==> src/rtl/mydesign_pipe_top.sv <==
// ============================================================================
// mydesign_pipe_top
// ----------------------------------------------------------------------------
// A multi-lane pipelined wrapper around mydesign_comb, used as a
// timing-closed top for flow runs. Each lane has its own mydesign_comb
// instance, marked dont_touch so that every lane appears in area reports.
//
// The beats move through S = IN_STAGES + OUT_STAGES register stages, and every
// stage has a valid bit. mydesign_comb sits between stage IN_STAGES-1 and
// stage IN_STAGES. When IN_STAGES is 0, it is driven straight from the
// operand ports. The valid/ready handshake supports backpressure. Bubbles
// collapse, and ready_o is the combinational load condition of stage 0.
//
// mydesign_comb computes the unsigned product a*b of the two N_IN-bit lane
// operands, presented on N_OUT bits. If N_OUT is narrower than the product,
// the high bits are dropped; if it is wider, the product is zero-extended.
//
// Parameters
//   N_IN        operand width per lane
//   N_OUT       result width per lane
//   N_LANES     number of parallel lanes (>=1)
//   IN_STAGES   register stages in front of the comb logic (0..4)
//   OUT_STAGES  register stages behind the comb logic (1..4)
//
// Ports
//   clk_ci       in   clock, rising edge
//   rst_ni       in   asynchronous active-low reset
//   valid_i      in   input beat valid
//   ready_o      out  wrapper can accept an input beat
//   operand_a_i  in   N_LANES*N_IN, lane l at [l*N_IN +: N_IN]
//   operand_b_i  in   N_LANES*N_IN, lane l at [l*N_IN +: N_IN]
//   valid_o      out  result beat valid
//   ready_i      in   downstream accepts the result beat
//   result_o     out  N_LANES*N_OUT, lane l at [l*N_OUT +: N_OUT]
//   beat_cnt_o   out  32-bit count of output handshakes; present only when
//                     MYDESIGN_PIPE_BEAT_CNT_EN is defined
//
// Build option
//   MYDESIGN_PIPE_BEAT_CNT_EN : adds the beat_cnt_o port and its counter.
//                               The default build has neither.
// ============================================================================

module mydesign_comb #(
    parameter int N_IN  = 3,
    parameter int N_OUT = 6
) (
    input  logic [N_IN-1:0]  a,
    input  logic [N_IN-1:0]  b,
    output logic [N_OUT-1:0] y
);
    localparam int PW = 2 * N_IN;

    logic [PW-1:0] prod;

    assign prod = a * b;

    generate
        if (N_OUT > PW) begin : g_ext
            assign y = {{(N_OUT - PW){1'b0}}, prod};
        end else if (N_OUT == PW) begin : g_eq
            assign y = prod;
        end else begin : g_trunc
            assign y = prod[N_OUT-1:0];
        end
    endgenerate
endmodule

module mydesign_pipe_top #(
    parameter int N_IN       = 3,
    parameter int N_OUT      = 6,
    parameter int N_LANES    = 1,
    parameter int IN_STAGES  = 1,
    parameter int OUT_STAGES = 1
) (
    input  logic                       clk_ci,
    input  logic                       rst_ni,
    input  logic                       valid_i,
    output logic                       ready_o,
    input  logic [N_LANES*N_IN-1:0]    operand_a_i,
    input  logic [N_LANES*N_IN-1:0]    operand_b_i,
    output logic                       valid_o,
    input  logic                       ready_i,
    output logic [N_LANES*N_OUT-1:0]   result_o
`ifdef MYDESIGN_PIPE_BEAT_CNT_EN
    ,
    output logic [31:0]                beat_cnt_o
`endif
);
    localparam int S        = IN_STAGES + OUT_STAGES;
    localparam int A_W      = N_LANES * N_IN;
    localparam int OP_W     = 2 * A_W;
    localparam int RES_W    = N_LANES * N_OUT;
    // The input-side array always has at least one entry, so that it stays
    // legal when IN_STAGES is 0. That entry is never used in that case.
    localparam int IN_DEPTH = (IN_STAGES > 0) ? IN_STAGES : 1;

    logic [S-1:0]      valid_reg;
    logic [S-1:0]      load;
    logic [S-1:0]      up_valid;

    // Operand pairs are packed as {b, a}, so that lane slices are the same
    // in every input stage.
    logic [OP_W-1:0]   in_data_reg [IN_DEPTH];
    logic [OP_W-1:0]   in_chain    [IN_STAGES+1];
    logic [RES_W-1:0]  out_data_reg[OUT_STAGES];
    logic [RES_W-1:0]  out_chain   [OUT_STAGES];
    logic [RES_W-1:0]  comb_result;

    // ------------------------------------------------------------------
    // Upstream valid for each stage: valid_i feeds stage 0, and every
    // other stage is fed by the valid bit of its predecessor.
    // ------------------------------------------------------------------
    generate
        if (S == 1) begin : g_upv_single
            assign up_valid = valid_i;
        end else begin : g_upv_chain
            assign up_valid = {valid_reg[S-2:0], valid_i};
        end
    endgenerate

    // ------------------------------------------------------------------
    // Data chains: element k is the data offered to the stage at
    // position k within its section.
    // ------------------------------------------------------------------
    assign in_chain[0] = {operand_b_i, operand_a_i};

    generate
        for (genvar gi = 0; gi < IN_STAGES; gi++) begin : g_in_chain
            assign in_chain[gi+1] = in_data_reg[gi];
        end
    endgenerate

    assign out_chain[0] = comb_result;

    generate
        for (genvar gi = 1; gi < OUT_STAGES; gi++) begin : g_out_chain
            assign out_chain[gi] = out_data_reg[gi-1];
        end
    endgenerate

    // ------------------------------------------------------------------
    // One comb instance per lane. Lane data never crosses lanes.
    // ------------------------------------------------------------------
    generate
        for (genvar gi = 0; gi < N_LANES; gi++) begin : g_lane
            logic [N_IN-1:0] lane_a;
            logic [N_IN-1:0] lane_b;

            assign lane_a = in_chain[IN_STAGES][gi*N_IN +: N_IN];
            assign lane_b = in_chain[IN_STAGES][A_W + gi*N_IN +: N_IN];

            (* dont_touch = "true" *)
            mydesign_comb #(
                .N_IN  (N_IN),
                .N_OUT (N_OUT)
            ) u_comb (
                .a (lane_a),
                .b (lane_b),
                .y (comb_result[gi*N_OUT +: N_OUT])
            );
        end
    endgenerate

    // ------------------------------------------------------------------
    // Load conditions run backwards from the sink. A stage may take new
    // data when it is empty or when its content moves on in this cycle.
    // This lets bubbles collapse, and the pipe runs at one beat per
    // cycle when ready_i is held high.
    // ------------------------------------------------------------------
    always_comb begin
        load      = '0;
        load[S-1] = ~valid_reg[S-1] | ready_i;
        for (int k = S - 2; k >= 0; k--) begin
            load[k] = ~valid_reg[k] | load[k+1];
        end
    end

    assign ready_o  = load[0];
    assign valid_o  = valid_reg[S-1];
    assign result_o = out_data_reg[OUT_STAGES-1];

    // ------------------------------------------------------------------
    // Stage registers. A stage that loads a bubble clears only its valid
    // bit and keeps its data, so the data regs do not toggle on idle
    // cycles.
    // ------------------------------------------------------------------
    always_ff @(posedge clk_ci or negedge rst_ni) begin
        if (!rst_ni) begin
            valid_reg <= '0;
            for (int k = 0; k < IN_DEPTH; k++) begin
                in_data_reg[k] <= '0;
            end
            for (int j = 0; j < OUT_STAGES; j++) begin
                out_data_reg[j] <= '0;
            end
        end else begin
            for (int k = 0; k < S; k++) begin
                if (load[k]) begin
                    valid_reg[k] <= up_valid[k];
                end
            end
            for (int k = 0; k < IN_STAGES; k++) begin
                if (load[k] && up_valid[k]) begin
                    in_data_reg[k] <= in_chain[k];
                end
            end
            for (int j = 0; j < OUT_STAGES; j++) begin
                if (load[IN_STAGES+j] && up_valid[IN_STAGES+j]) begin
                    out_data_reg[j] <= out_chain[j];
                end
            end
        end
    end

`ifdef MYDESIGN_PIPE_BEAT_CNT_EN
    // ------------------------------------------------------------------
    // Output handshake counter. It wraps naturally at 2^32. It is written
    // only on a handshake, so a value placed in it holds until the next
    // beat leaves.
    // ------------------------------------------------------------------
    logic [31:0] beat_cnt_reg;

    always_ff @(posedge clk_ci or negedge rst_ni) begin
        if (!rst_ni) begin
            beat_cnt_reg <= '0;
        end else if (valid_o && ready_i) begin
            beat_cnt_reg <= beat_cnt_reg + 32'd1;
        end
    end

    assign beat_cnt_o = beat_cnt_reg;
`endif

endmodule

==> config.mk <==
export PLATFORM = sky130hd
export DESIGN_NAME = mydesign_pipe_top
export DESIGN_NICKNAME = d
export VERILOG_FILES = /design/src/rtl/mydesign_pipe_top.sv
export SDC_FILE = /design/constraint.sdc
export NUM_CORES = 1
export LEC_CHECK = 0
export ABC_AREA = 1
export CORE_MARGIN = 5
export CORE_UTILIZATION = 47
export CTS_CLUSTER_SIZE = 25
export DETAILED_ROUTE_END_ITERATION = 16
export PLACE_DENSITY = 0.82
export REMOVE_ABC_BUFFERS = 1
export SLEW_MARGIN = 20
export SYNTH_ARGS = -nofsm -noshare
export SYNTH_HDL_FRONTEND = slang
export SYNTH_SLANG_ARGS = --single-unit
export TNS_END_PERCENT = 100
==> constraint.sdc <==
create_clock -name clk_ci -period 2.15 [get_ports clk_ci]
set_input_delay 0.43 -clock clk_ci [delete_from_list [all_inputs] [get_ports clk_ci]]
set_output_delay 0.43 -clock clk_ci [all_outputs]
set_load 0.01 [all_outputs]
## Word level (Yosys, flattened, before mapping)

Index checks and enable logic that the tools add are counted.

- Bits in registers: 14
- Bits of input ports: 10

- $mul: 1
- Bitwise gates (word level): 4
- Reductions and logical operators: 2

Operators with widths:

| cell | number |
|---|---|
| $mul 3x3->6 | 1 |
| $logic_and 1x1->1 | 2 |
| $not 1->1 | 2 |
| $or 1x1->1 | 2 |

## Depth between registers and ports, before layout

Gate-level depths: netlist (run 1).

- Depth in word-level cells: 4
- Mapped depth: 9

## Modules after synthesis

A second synthesis (run 1) with hierarchy kept.

- Cell total of the unflattened synthesis: 92
- Area total of the unflattened synthesis: 772.0 um^2

Modules (own cells, without submodules):

| module | times used | cells an instance | area each (um^2) | sequential area each (um^2) |
|---|---|---|---|---|
| mydesign_pipe_top | 1 | 58 | 560.5 | 350.3 |
| mydesign_comb | 1 | 34 | 211.5 | 0.0 |

## Least setup slack after synthesis (run 1)

No wires, ideal clock.

- Path kind: reg-to-reg
- From: register in_data_reg[0] (netlist name)
- To: register out_data_reg (netlist bit result_o[4])
- Arrival: 1.854 ns
- Required time: 2.034 ns
- Slack: 0.180 ns
- Stages on the path, launching flop included: 10
- Cells stage by stage: dfrtp_1 -> nand2_1 -> inv_1 -> fa_1 -> ha_1 -> inv_1 -> fa_1 -> xnor2_1 -> nand2_1 -> nand2_1

- Word-level cells in the longest chain between the ends: 1

RTL lines:

| what | RTL line | source |
|---|---|---|
| start: declaration | 103 | `logic [OP_W-1:0] in_data_reg [IN_DEPTH];` |
| start signal: indexed assignment | 204 | `in_data_reg[k] <= in_chain[k];` |
| $mul 3x3->6 | 55 | `assign prod = a * b;` |
| end signal: indexed assignment | 209 | `out_data_reg[j] <= out_chain[j];` |
| end: declaration | 105 | `logic [RES_W-1:0] out_data_reg[OUT_STAGES];` |

No other way between the ends.
A chain may end at the register's enable or synchronous reset.

## Final worst setup path (run 1)

- From: register in_data_reg[5] (netlist name)
- To: register out_data_reg (netlist bit result_o[3])

The elaborated chain is that of the path after synthesis.

==> results list, run 1 <==
- Horizontal extent of the die: 49.83 um
- Cell type with the largest total area after synthesis: dfrtp_1
* Largest fanout on the critical path: 4
* Worst Path Class, Setup: reg2reg
- Leaving out fill and tap cells, the most frequent cell in the layout is nand2_1.
* Crit share post-route: 0.9621
- After detailed routing, the number of vias per cell comes to slightly below 5.
* Peak VDD IR: 0.0003976 V
* Core occupancy in the finished layout: 0.6620
* Clock latency at the later pin of the worst-skew pair: 0.28 ns
* Compound-cell area share of the yosys netlist: 0.01342
- Congestion Overflow GR: 0
- Filler instances: approximately 140
- STA classifies the critical path startpoint as a flop.
- Count of inserted antenna diode cells: 0
* Crit path capture type: flop
- Wirelength per Cell: 10.70 um
- Clock root buffer: clkbuf_4
* Post-detailed-route DRC marker count: 0
- For this run, the total global-route usage over all layers was measured as 0.1237.
- The share of synthesized area in the top cell type comes to 0.4698.
- The first routing iteration left 9 violations.
* Synthesized-area fraction occupied by xor and xnor cells: 0.01174
- The number of clock buffers added by TritonCTS is 3.
* Pre-Repair DR Iteration Count: 4
- Buffers inserted to repair hold after CTS numbered 0.
- Max cap viols: 0
- In this run, distinct cell masters in the synthesized netlist total 12.
* Pins Over Slew Limit: 0
- Leakage Power: approximately 0.00056 uW
- The via count of the first global-routing pass is 606.
- Share of cell area taken by muxes after synthesis: 0
* Layout net count: 130
- The initial antenna violation count was 0.
* Slew at the pin with the worst max-slew slack: 0.5931 ns
* CTS HTree Levels: 1
- Clk_skew: 0.001402 ns
- In this run the power density over the cells is 810.8 mW/mm^2.
- Setup violations remaining at the end of the flow were counted as 0.
- Number of clock sinks seen by CTS: 14
- The HPWL after detailed placement is 1139 um.
- Data on the critical path arrives at its endpoint at approximately 2.2 ns.
- Final weighted congestion of routability-driven global placement: 0.8290
- During I/O placement, the number of pins put on the boundary was 18.
- Post-CTS clock slew at the launch and capture registers of the worst setup and hold paths: ~0.080 ns
- Worst-case setup slack after placement: 0.06571 ns
- The run finished with clean final reports.
* Post-Synthesis Cell Area: 745.7 um^2
- For this configuration, the core starts out at a cell density of 0.4950.
- Leading cell types in the layout, fill and taps excluded: nand2_1, clkdlybuf4s50_1, dfrtp_1
* Main combinational cell family by area after synthesis: simple AND/OR/NAND/NOR gates
- DRT antenna net count: 0
- The routed layout has between 600 and 700 vias.
- Setup repair after global routing left no endpoint under its margin.
* Cell types occupying the most area after synthesis: dfrtp_1, nand2_1, ha_1
- Timing would allow up to 0.4834 GHz.
- The routed design has 1370 um of wire.
- Summed over all failing endpoints, the final setup total negative slack is 0 ns.
- Required @ worst endpoint: 2.32 ns
- Final period demand of the worst path: roughly 2.1 ns
- Maximum buffer depth of the clock tree: 2
- Measured against its own limit, the worst slew margin works out to 0.6034.
- Of the total synthesized cell area, the portion taken by AND, OR, NAND and NOR gates is 0.2970.
- Clock tree from TritonCTS: yes
- Final Hold Fails: 0
- Full die area: 0.002483 mm^2
* First-pass GRT wire length: 2325 um
* Core Rows: 14
* Area taken by flip-flops and latches: roughly 350 um^2
* Multi-input combinational cell area: roughly 350 um^2
- Dividing the synthesized area by the synthesized cell count gives 8.474 um^2.
- Maximum number of pins on one net before global-route repair: 15
* Number of standard cells after synthesis: 88
- Of the total synthesized cell area, the portion taken by full adders, half adders and majority gates is 0.1376.
* Area growth from synthesis to layout: 33.72%
- Final setup slack of the worst path: just over 0.08 ns
- The Yosys step of the flow raised 0 warnings.
* Buffers added on ports: 17
- Proportion of layout cells with a drive suffix above 1: 0.1071
- The tightest min-delay check is of the reg2reg type.
- Core Footprint: 0.001506 mm^2
- From bottom edge to top edge, the die measures 49.83 um.
- Number of flip-flops and latches in the synthesized netlist: 14
- For this run, the register share of the synthesized area comes to 0.4698.
[critical path, stage by stage (launching register included)]
cell and delay (ns):
dfrtp_1 0.41, nand2_1 0.07, inv_1 0.06, fa_1 0.55, ha_1 0.17, inv_1 0.07
fa_2 0.55, o21ai_0 0.08
[area by class of cell]
cell class | instances | area share
Tap cell | 16 | 0.02008
Clock buffer | 4 | 0.03639
Timing Repair Buffer | 20 | 0.1932
Sequential cell | 14 | 0.3513
Inverter | 14 | 0.05270
Multi-Input combinational cell | 60 | 0.3463
[metrics by stage]
stage / power, uW / instance area, um^2 / cells / hold WS, ns
after detailed placement: 617.6 / 943.4 / 122 / 0.4674
after floorplan: 483.9 / 745.7 / 88 / 0.1344
after CTS: 810.8 / 979.7 / 126 / 0.4893
after global placement: 605.5 / 943.4 / 122 / 0.4613
after global routing: 868.3 / 997.2 / 128 / 0.5258
final: 808.5 / 997.2 / 128 / 0.4878
[per-layer routing]
| metal | up-vias | track usage | part of all wire |
|---|---|---|---|
| li1 | 313 | - | - |
| met1 | 293 | 0.1141 | 0.37 |
| met2 | 19 | 0.2182 | 0.52 |
| met3 | 3 | 0.04518 | 0.079 |
| met4 | 0 | 0.08734 | 0.026 |
| met5 | - | 0 | 0 |
[synth_stat cells, drive strengths merged]
library cell / n
fa: 2
inv: 14
xnor2: 1
dfrtp: 14
o21ai: 2
nand3: 9
ha: 5
nand2: 41
[what timing repair did]
| action | in CTS | in global routing |
|---|---|---|
| setup buffers | 0 | 2 |
| gates resized for setup | 0 | 1 |
| endpoints found under the setup margin | 0 | 1 |
[final timing paths]
check | start | to | slack [ns] | depth (start not counted)
min in group asynchronous | rst_ni | result_o[3] | 0.51 | 1
worst min-delay path | result_o[3] | result_o[3] | 0.49 | 2
max in group asynchronous | rst_ni | in_data_reg[0] | 1.25 | 1
worst min register to register | result_o[3] | result_o[3] | 0.49 | 2
worst max-delay path | in_data_reg[5] | result_o[3] | 0.08 | 7
worst max register to register | in_data_reg[5] | result_o[3] | 0.08 | 7
[where the power goes]
group | internal [uW] | switching, uW
Combinational | 137 | 123
Clock | 103 | 87.5
Sequential | 317 | 40.6
Total | 558 | 251
[cell families (layout without fill, tap and decap cells)]
group,after synthesis,after routing
AO/OA/AOI/OAI,2,2
XOR/XNOR,1,1
adder cells (fa/ha/maj),7,7
buffers and inverters,14,38
flip-flops,14,14
AND/OR/NAND/NOR,50,50
Power figures use the tool's default switching activity.
==> inputs of run 2 (changes only) <==
--- a/config.mk
+++ b/config.mk
@@ -6,12 +6,13 @@
 export NUM_CORES = 1
 export LEC_CHECK = 0
 export ABC_AREA = 1
-export CORE_MARGIN = 5
+export CORE_MARGIN = 2
 export CORE_UTILIZATION = 47
 export CTS_CLUSTER_SIZE = 25
 export DETAILED_ROUTE_END_ITERATION = 16
 export PLACE_DENSITY = 0.82
 export REMOVE_ABC_BUFFERS = 1
+export SKIP_LAST_GASP = 1
 export SLEW_MARGIN = 20
 export SYNTH_ARGS = -nofsm -noshare
 export SYNTH_HDL_FRONTEND = slang
==> results list, run 2 (same netlist as run 1, synthesis figures left out) <==
- Result of the run: complete, no violations (unchanged).
* First-pass GRT wire length: 2373 um (was 2325 um)
- The final setup slack of the worst path is 0.1065 ns (was 0.08150 ns).
- Proportion of layout cells with a drive suffix above 1: 0.1466 (was 0.1071)
- The share of total power in the clock network was 0.187 (was 0.236).
- The worst path required time was 2.32 ns (about the same).
- The via density per instance is 4.894 (was 4.906).
- The part of the power in registers came to 0.453 (was 0.442).
- The clock period minus worst slack is 2.044 ns (was 2.069 ns).
- The maximum root-to-sink buffer count came to 2 (unchanged).
- Io pins: 18 (unchanged)
- The post-detailed-route wirelength per cell was 10.77 um (was 10.70 um).
- Core Footprint: 0.001489 mm^2 (was 0.001506 mm^2)
- TritonCTS Buffers: 3 (unchanged)
- Max cap viols: 0 (unchanged)
- The internal cell power was 533.6 uW (was 557.5 uW).
- Min-Delay Path Depth: 2 (unchanged)
- Die Height: 43.83 um (was 49.83 um)
- CTS HTree Levels: 1 (unchanged)
- The floorplan row count is 14 (unchanged).
* Part of the power in combinational logic: 0.359 (was 0.322)
- The worst-skew pair later-pin latency came to 0.28 ns (about the same).
- The starting density of the core was 0.5008 (was 0.4950).
- Fraction of power spent switching nets: 0.3172 (was 0.3104)
* Worst-case headroom to the max-slew limit: 0.5912 (was 0.6034)
* Initial antenna violation count: 0 (unchanged)
* Slew at the pin with the worst max-slew slack: 0.6112 ns (was 0.5931 ns)
- Power density over cell area: 763.5 mW/mm^2 (was 810.8 mW/mm^2)
- Fmax: 0.4894 GHz (was 0.4834 GHz)
* Largest fanout on the critical path: 3 (was 4)
- Clock root buffer: clkbuf_4 (unchanged)
- Total net switching power: 247.9 uW (was 251.0 uW)
* Filler instances: 114 (was 139)
- The path type of the worst setup path was reg2reg (unchanged).
- The startpoint class of the critical path is a flop (unchanged).
- The overall die width came to 43.83 um (was 49.83 um).
- Final Hold Fails: 0 (unchanged)
- The via count of the first global-routing pass was 629 (was 606).
- The aggregate global routing overflow came to 0 (unchanged).
- The design area came to 0.001023 mm^2 (was 997.2 um^2).
- Detailed placement HPWL: 1073 um (was 1139 um)
- Worst Path Arrival: 2.21 ns (was 2.24 ns)
- End of the worst register-to-register path: result_o[3] (unchanged)
- Crit path capture type: flop (unchanged)
- The total power after layout is 781.5 uW (was 808.5 uW).
- The max-slew violation total from the final report is 0 (unchanged).
* Most common cell after layout, fill and taps aside: nand2_1 (unchanged)
* Layout net count: 135 (was 130)
- The number of port buffers came to 17 (unchanged).
* Core occupancy in the finished layout: 0.6874 (was 0.6620)
- Smallest hold slack: 0.4793 ns (was 0.4878 ns)
- Post-CTS clock slew at the launch and capture registers of the worst setup and hold paths: 0.08 ns (about the same)
* Full die area: 0.001921 mm^2 (was 0.002483 mm^2)
* Clk_skew: 0.002666 ns (was 0.001402 ns)
- The share of the cycle needed by the critical path after routing is 0.9505 (was 0.9621).
- The worst flop-to-flop path startpoint was in_data_reg[2] (was in_data_reg[5]).
- Reg2Reg Setup Slack: 0.11 ns (was 0.08 ns)
- The DRC marker count from the first detailed-route iteration was 7 (was 9).
- Number of setup violations in the final report: 0 (unchanged)
- The final antenna diode count was 0 (unchanged).
- Global-route usage over all layers: 0.1710 (was 0.1237)
- Clock tree from TritonCTS: yes (unchanged)
- The post-detailed-routing wire length was 1421 um (was 1370 um).
- Leakage Power: 0.0005761 uW (was 0.0005606 uW)
- The startpoint of the lowest-slack hold path was result_o[2] (was result_o[3]).
- The maximum number of pins on one net before global-route repair is 15 (unchanged).
* Hold Path Class: reg2reg (unchanged)
- The number of optimization iterations in the first detailed-route pass is 4 (unchanged).
* Area growth from synthesis to layout: 37.25% (was 33.72%)
- Worst-case setup slack after placement: 0.04060 ns (was 0.06571 ns)
- Placed Area: 943.4 um^2 (unchanged)
- Register-to-Register Path Depth: 7 (unchanged)
- Endpoint of the worst hold-timing path: result_o[2] (was result_o[3])
- Number of clock sinks seen by CTS: 14 (unchanged)
- The final estimated routing congestion in global placement came to 0.8119 (was 0.8290).
- The detailed-route DRC error count came to 0 (unchanged).
- Vias: 646 (was 628)
* DRT antenna net count: 0 (unchanged)
- The peak supply drop was 0.0003916 V (was 0.0003976 V).
- Leading cell types in the layout, fill and taps excluded: nand2_1, clkdlybuf4s50_1, dfrtp_1 (unchanged).
[run 2: cell count changes in the layout (fill, tap and decap cells not counted), sizes merged]
cell,before,now
buf,3,8
clkbuf,4,3
[run 2: power by group through the flow]
stage / sequential (uW) / combinational [uW] / clock [uW]
2_1_floorplan: 375 / 109 / 0
3_3_place_gp: 360 / 244 / 0
3_5_place_dp: 363 / 250 / 0
4_1_cts: 358 / 253 / 151
5_1_grt: 361 / 319 / 160
6_report: 354 / 281 / 146
[run 2: through the flow]
stage	std cells	setup TNS, ns
2_1_floorplan	88	0
3_3_place_gp	122	0
3_5_place_dp	122	0
4_1_cts	125	0
5_1_grt	132	-0.006535
6_report	132	0
[run 2: area by class of cell]
class	instances	area (um^2)	area share
timing repair buffer	25	230.2	0.2249
clock buffer	3	22.52	0.02200
multi-input combinational	60	347.8	0.3399
sequential	14	350.3	0.3423
inverter	14	52.55	0.05134
tap	16	20.02	0.01956
[run 2: worst max-delay path by stage]
stage,start,to,slack (ns)
2_1_floorplan,in_data_reg[0],result_o[4],0.18
6_report,in_data_reg[2],result_o[3],0.11
3_5_place_dp,in_data_reg[5],result_o[4],0.04
5_1_grt,in_data_reg[2],result_o[3],-0.007
4_1_cts,in_data_reg[5],result_o[4],0.04
3_3_place_gp,in_data_reg[0],result_o[4],0.16
[run 2: what timing repair did]
item | in CTS | in global routing
resized for setup | 0 | 3
endpoints found under the hold margin | 0 | 0
buffers inserted | 0 | 7
setup endpoints to repair | 0 | 2
hold buffers | 0 | 0
[run 2: routing by layer]
layer  wire length [um]  GRT usage
met5                  0          0
met4                 15     0.1212
met3                 64    0.03750
met2                802     0.3059
met1                539     0.1720
[run 2: worst max-delay path, stage by stage (launching register included)]
cell and delay [ns]:
dfrtp_1 0.41, nand2_1 0.06, inv_1 0.05, fa_1 0.55, ha_2 0.18, inv_1 0.06, fa_2 0.56, o21ai_1 0.06
==> inputs of run 3 (changes only) <==
--- a/config.mk
+++ b/config.mk
@@ -8,9 +8,10 @@
 export ABC_AREA = 1
 export CORE_MARGIN = 2
 export CORE_UTILIZATION = 47
+export CTS_BUF_LIST = sky130_fd_sc_hd__clkbuf_16
 export CTS_CLUSTER_SIZE = 25
 export DETAILED_ROUTE_END_ITERATION = 16
-export PLACE_DENSITY = 0.82
+export PLACE_DENSITY_LB_ADDON = 0.05
 export REMOVE_ABC_BUFFERS = 1
 export SKIP_LAST_GASP = 1
 export SLEW_MARGIN = 20
==> results list, run 3 (same netlist as run 1, synthesis figures left out) <==
- Result of the run: complete, no violations (unchanged).
- Clock latency at the later pin of the worst-skew pair: 0.24 ns (was 0.28 ns)
* Endpoint of the worst hold-timing path: result_o[5] (was result_o[2])
* Grt met2 use: 0.3088 (was 0.3059)
* Post-CTS Setup Bufs: 0 (unchanged)
- The via count of the first global-routing pass came to 590 (was 629).
- The remaining antenna violation count came to 0 (unchanged).
* Vias: 611 (was 646)
- The number of fill cells is 127 (was 114).
- The number of cells traversed by the worst hold path was 2 (unchanged).
- The share of total power in the clock network was 0.363 (was 0.187).
- Slew at the pin with the worst max-slew slack: 0.6548 ns (was 0.6112 ns)
* Slowest Stage Delay on Critical Path: 0.53 ns (was 0.56 ns)
- Crit path launch type: flop (unchanged)
- Global-route track usage on met3: 0.03750 (unchanged)
* Number of clock sinks seen by CTS: 14 (unchanged)
- The wire length of the first global-routing pass is 2415 um (was 2373 um).
- Largest fanout on the critical path: 4 (was 3)
- The number of CTS-inserted buffers came to 3 (unchanged).
- The clock period minus worst slack was 2.044 ns (about the same).
- The peak supply drop was 0.0006071 V (was 0.0003916 V).
* Initial core utilization: 0.5008 (unchanged)
- CTS HTree Levels: 1 (unchanged)
- Cell Chain, Critical Path: nand2_1, inv_1, fa_1, ha_1, inv_1, fa_1, xnor2_1, nand2_1, nand2_1 (was nand2_1, inv_1, fa_1, ha_2, inv_1, fa_2, o21ai_1)
- The overall die width is 43.83 um (unchanged).
- The startpoint of the lowest-slack hold path is result_o[5] (was result_o[2]).
- The path category of the worst min-delay check was reg2reg (unchanged).
- Count of inserted antenna diode cells: 0 (unchanged)
* Resized cells post-CTS: 0 (unchanged)
- The half-perimeter wire length of the detailed placement result came to 1083 um (was 1073 um).
- The maximum root-to-sink buffer count was 2 (unchanged).
- The aggregate global routing overflow came to 0 (unchanged).
- Final Hold Fails: 0 (unchanged)
- The maximum number of pins on one net before global-route repair was 15 (unchanged).
* Wirelength per Cell: 11.13 um (was 10.77 um)
- The overall die height was 43.83 um (unchanged).
* Proportion of layout cells with a drive suffix above 1: 0.07273 (was 0.1466)
* Worst Path Class, Setup: reg2reg (unchanged)
- Worst-case headroom to the max-slew limit: 0.5621 (was 0.5912)
- Area growth from synthesis to layout: 37.08% (was 37.25%)
* Internal Pwr Total: 692.9 uW (was 533.6 uW)
- The endpoint arrival time on the critical path was 2.17 ns (was 2.21 ns).
* Fraction of power spent switching nets: 0.2766 (was 0.3172)
- Layout net count: 128 (was 135)
- The largest clock skew in the final design came to 0.0009970 ns (was 0.002666 ns).
* Leading cell types in the layout, fill and taps excluded: nand2_1, clkdlybuf4s50_1, dfrtp_1 (unchanged)
- Met1 track demand over resource in global routing: 0.1979 (was 0.1720)
- Initial antenna violation count: 0 (unchanged)
- Power density over cell area: 937.0 mW/mm^2 (was 763.5 mW/mm^2)
- The share of the cycle needed by the critical path after routing is 0.9505 (about the same).
* Peak-usage layer in the global routing report: met2 (unchanged)
- The detailed-route DRC error count was 0 (unchanged).
- The instance area after placement is 943.4 um^2 (unchanged).
- The total global-route track usage came to 0.1759 (was 0.1710).
* Post-Route Setup TNS: 0 ns (unchanged)
- Smallest hold slack: 0.4772 ns (was 0.4793 ns)
- The reg-to-reg setup timing slack came to 0.11 ns (about the same).
- The final estimated routing congestion in global placement was 0.7690 (was 0.8119).
- Required @ worst endpoint: 2.28 ns (was 2.32 ns)
* Part of the power in combinational logic: 0.259 (was 0.359)
* Most frequent cell on the critical path: nand2_1 (was inv_1)
- Launch instance of the worst register-to-register path: in_data_reg[5] (was in_data_reg[2])
* Most common cell after layout, fill and taps aside: nand2_1 (unchanged)
- Core occupancy in the finished layout: 0.6866 (was 0.6874)
* Slowest CP cell: fa_1 (was fa_2)
- The nature of the critical path endpoint was a flop (unchanged).
- The clock root buffer is clkbuf_16 (was clkbuf_4).
- Core Rows: 14 (unchanged)
* Leakage Power: 0.0005676 uW (was 0.0005761 uW)
- Pins Over Slew Limit: 0 (unchanged)
- The DRC marker count from the first detailed-route iteration was 5 (was 7).
- Area of all placed cells without fillers: 0.001022 mm^2 (was 0.001023 mm^2)
* Max cap viols: 0 (unchanged)
- Io pins: 18 (unchanged)
- Number of hold buffers added after CTS: 0 (unchanged)
- Sequential fraction of design power: 0.378 (was 0.453)
- The total power after layout is 957.8 uW (was 781.5 uW).
- The maximum clock frequency came to 0.4893 GHz (was 0.4894 GHz).
* Buffers added on ports: 17 (unchanged)
* End of the worst register-to-register path: result_o[4] (was result_o[3])
- Total net switching power: 264.9 uW (was 247.9 uW)
- Register-to-Register Path Depth: 9 (was 7)
* Routed vias/inst: 4.849 (was 4.894)
* Pre-Repair DR Iteration Count: 4 (unchanged)
- RSZ-0062 raised after global routing: false
- The count of final setup violators came to 0 (unchanged).
* Full die area: 0.001921 mm^2 (unchanged)
* Core Footprint: 0.001489 mm^2 (unchanged)
* Clock tree from TritonCTS: yes (unchanged)
- The clock slew at the register clock pins of the worst setup and hold paths is 0.05 ns (was 0.08 ns).
- The post-detailed-routing wire length was 1403 um (was 1421 um).
[run 3: cell count changes in the layout (fill, tap and decap cells not counted)]
cell | previous run | this run
buf_4 | 8 | 1
clkbuf_16 | 0 | 3
clkbuf_4 | 3 | 0
clkinv_1 | 0 | 1
fa_1 | 1 | 2
fa_2 | 1 | 0
ha_1 | 4 | 5
ha_2 | 1 | 0
o21ai_0 | 1 | 2
o21ai_1 | 1 | 0
[run 3: per-stage QoR]
| stage | worst slack [ns] | instances |
|---|---|---|
| after floorplan | 0.1800 | 88 |
| after global placement | 0.1527 | 122 |
| after detailed placement | 0.1076 | 122 |
| after CTS | 0.09714 | 126 |
| after global routing | 0.01433 | 126 |
| final | 0.1063 | 126 |
[run 3: layer usage]
metal | part of all wire | vias to the layer above
met2 | 0.55 | 18
met3 | 0.042 | 4
met1 | 0.38 | 276
li1 | - | 313
met5 | 0 | -
met4 | 0.019 | 0
[run 3: power by group through the flow]
stage / Combinational [uW] / Sequential (uW) / Clock, uW
floorplan: 109 / 375 / 0
global placement: 245 / 362 / 0
detailed placement: 249 / 367 / 0
CTS: 253 / 363 / 349
global route: 281 / 370 / 361
finish: 248 / 362 / 348
[run 3: worst max-delay path, delay by kind of cell (launching register included)]
family / cells / cell delay (ns)
AND/OR/NAND/NOR: 3 / 0.17
flip-flops: 1 / 0.41
buffers and inverters: 2 / 0.11
XOR/XNOR: 1 / 0.14
adder cells (fa/ha/maj): 3 / 1.11
[run 3: final cells by class]
type / instances / area [um^2] / area share
clock buffers: 3 / 75.07 / 0.07344
clock inverters: 1 / 3.754 / 0.003672
inverters: 14 / 52.55 / 0.05141
multi-input cells: 60 / 342.8 / 0.3354
flip-flops and latches: 14 / 350.3 / 0.3427
well taps: 16 / 20.02 / 0.01958
repair buffers: 18 / 177.7 / 0.1738
[run 3: how the worst max path moves through the flow]
stage	start	to	slack [ns]	cells after the start
2_1_floorplan	in_data_reg[0]	result_o[4]	0.18	9
3_3_place_gp	in_data_reg[0]	result_o[4]	0.15	9
3_5_place_dp	in_data_reg[0]	result_o[4]	0.11	9
4_1_cts	in_data_reg[0]	result_o[4]	0.1	9
5_1_grt	in_data_reg[0]	result_o[4]	0.01	9
6_report	in_data_reg[5]	result_o[4]	0.11	9
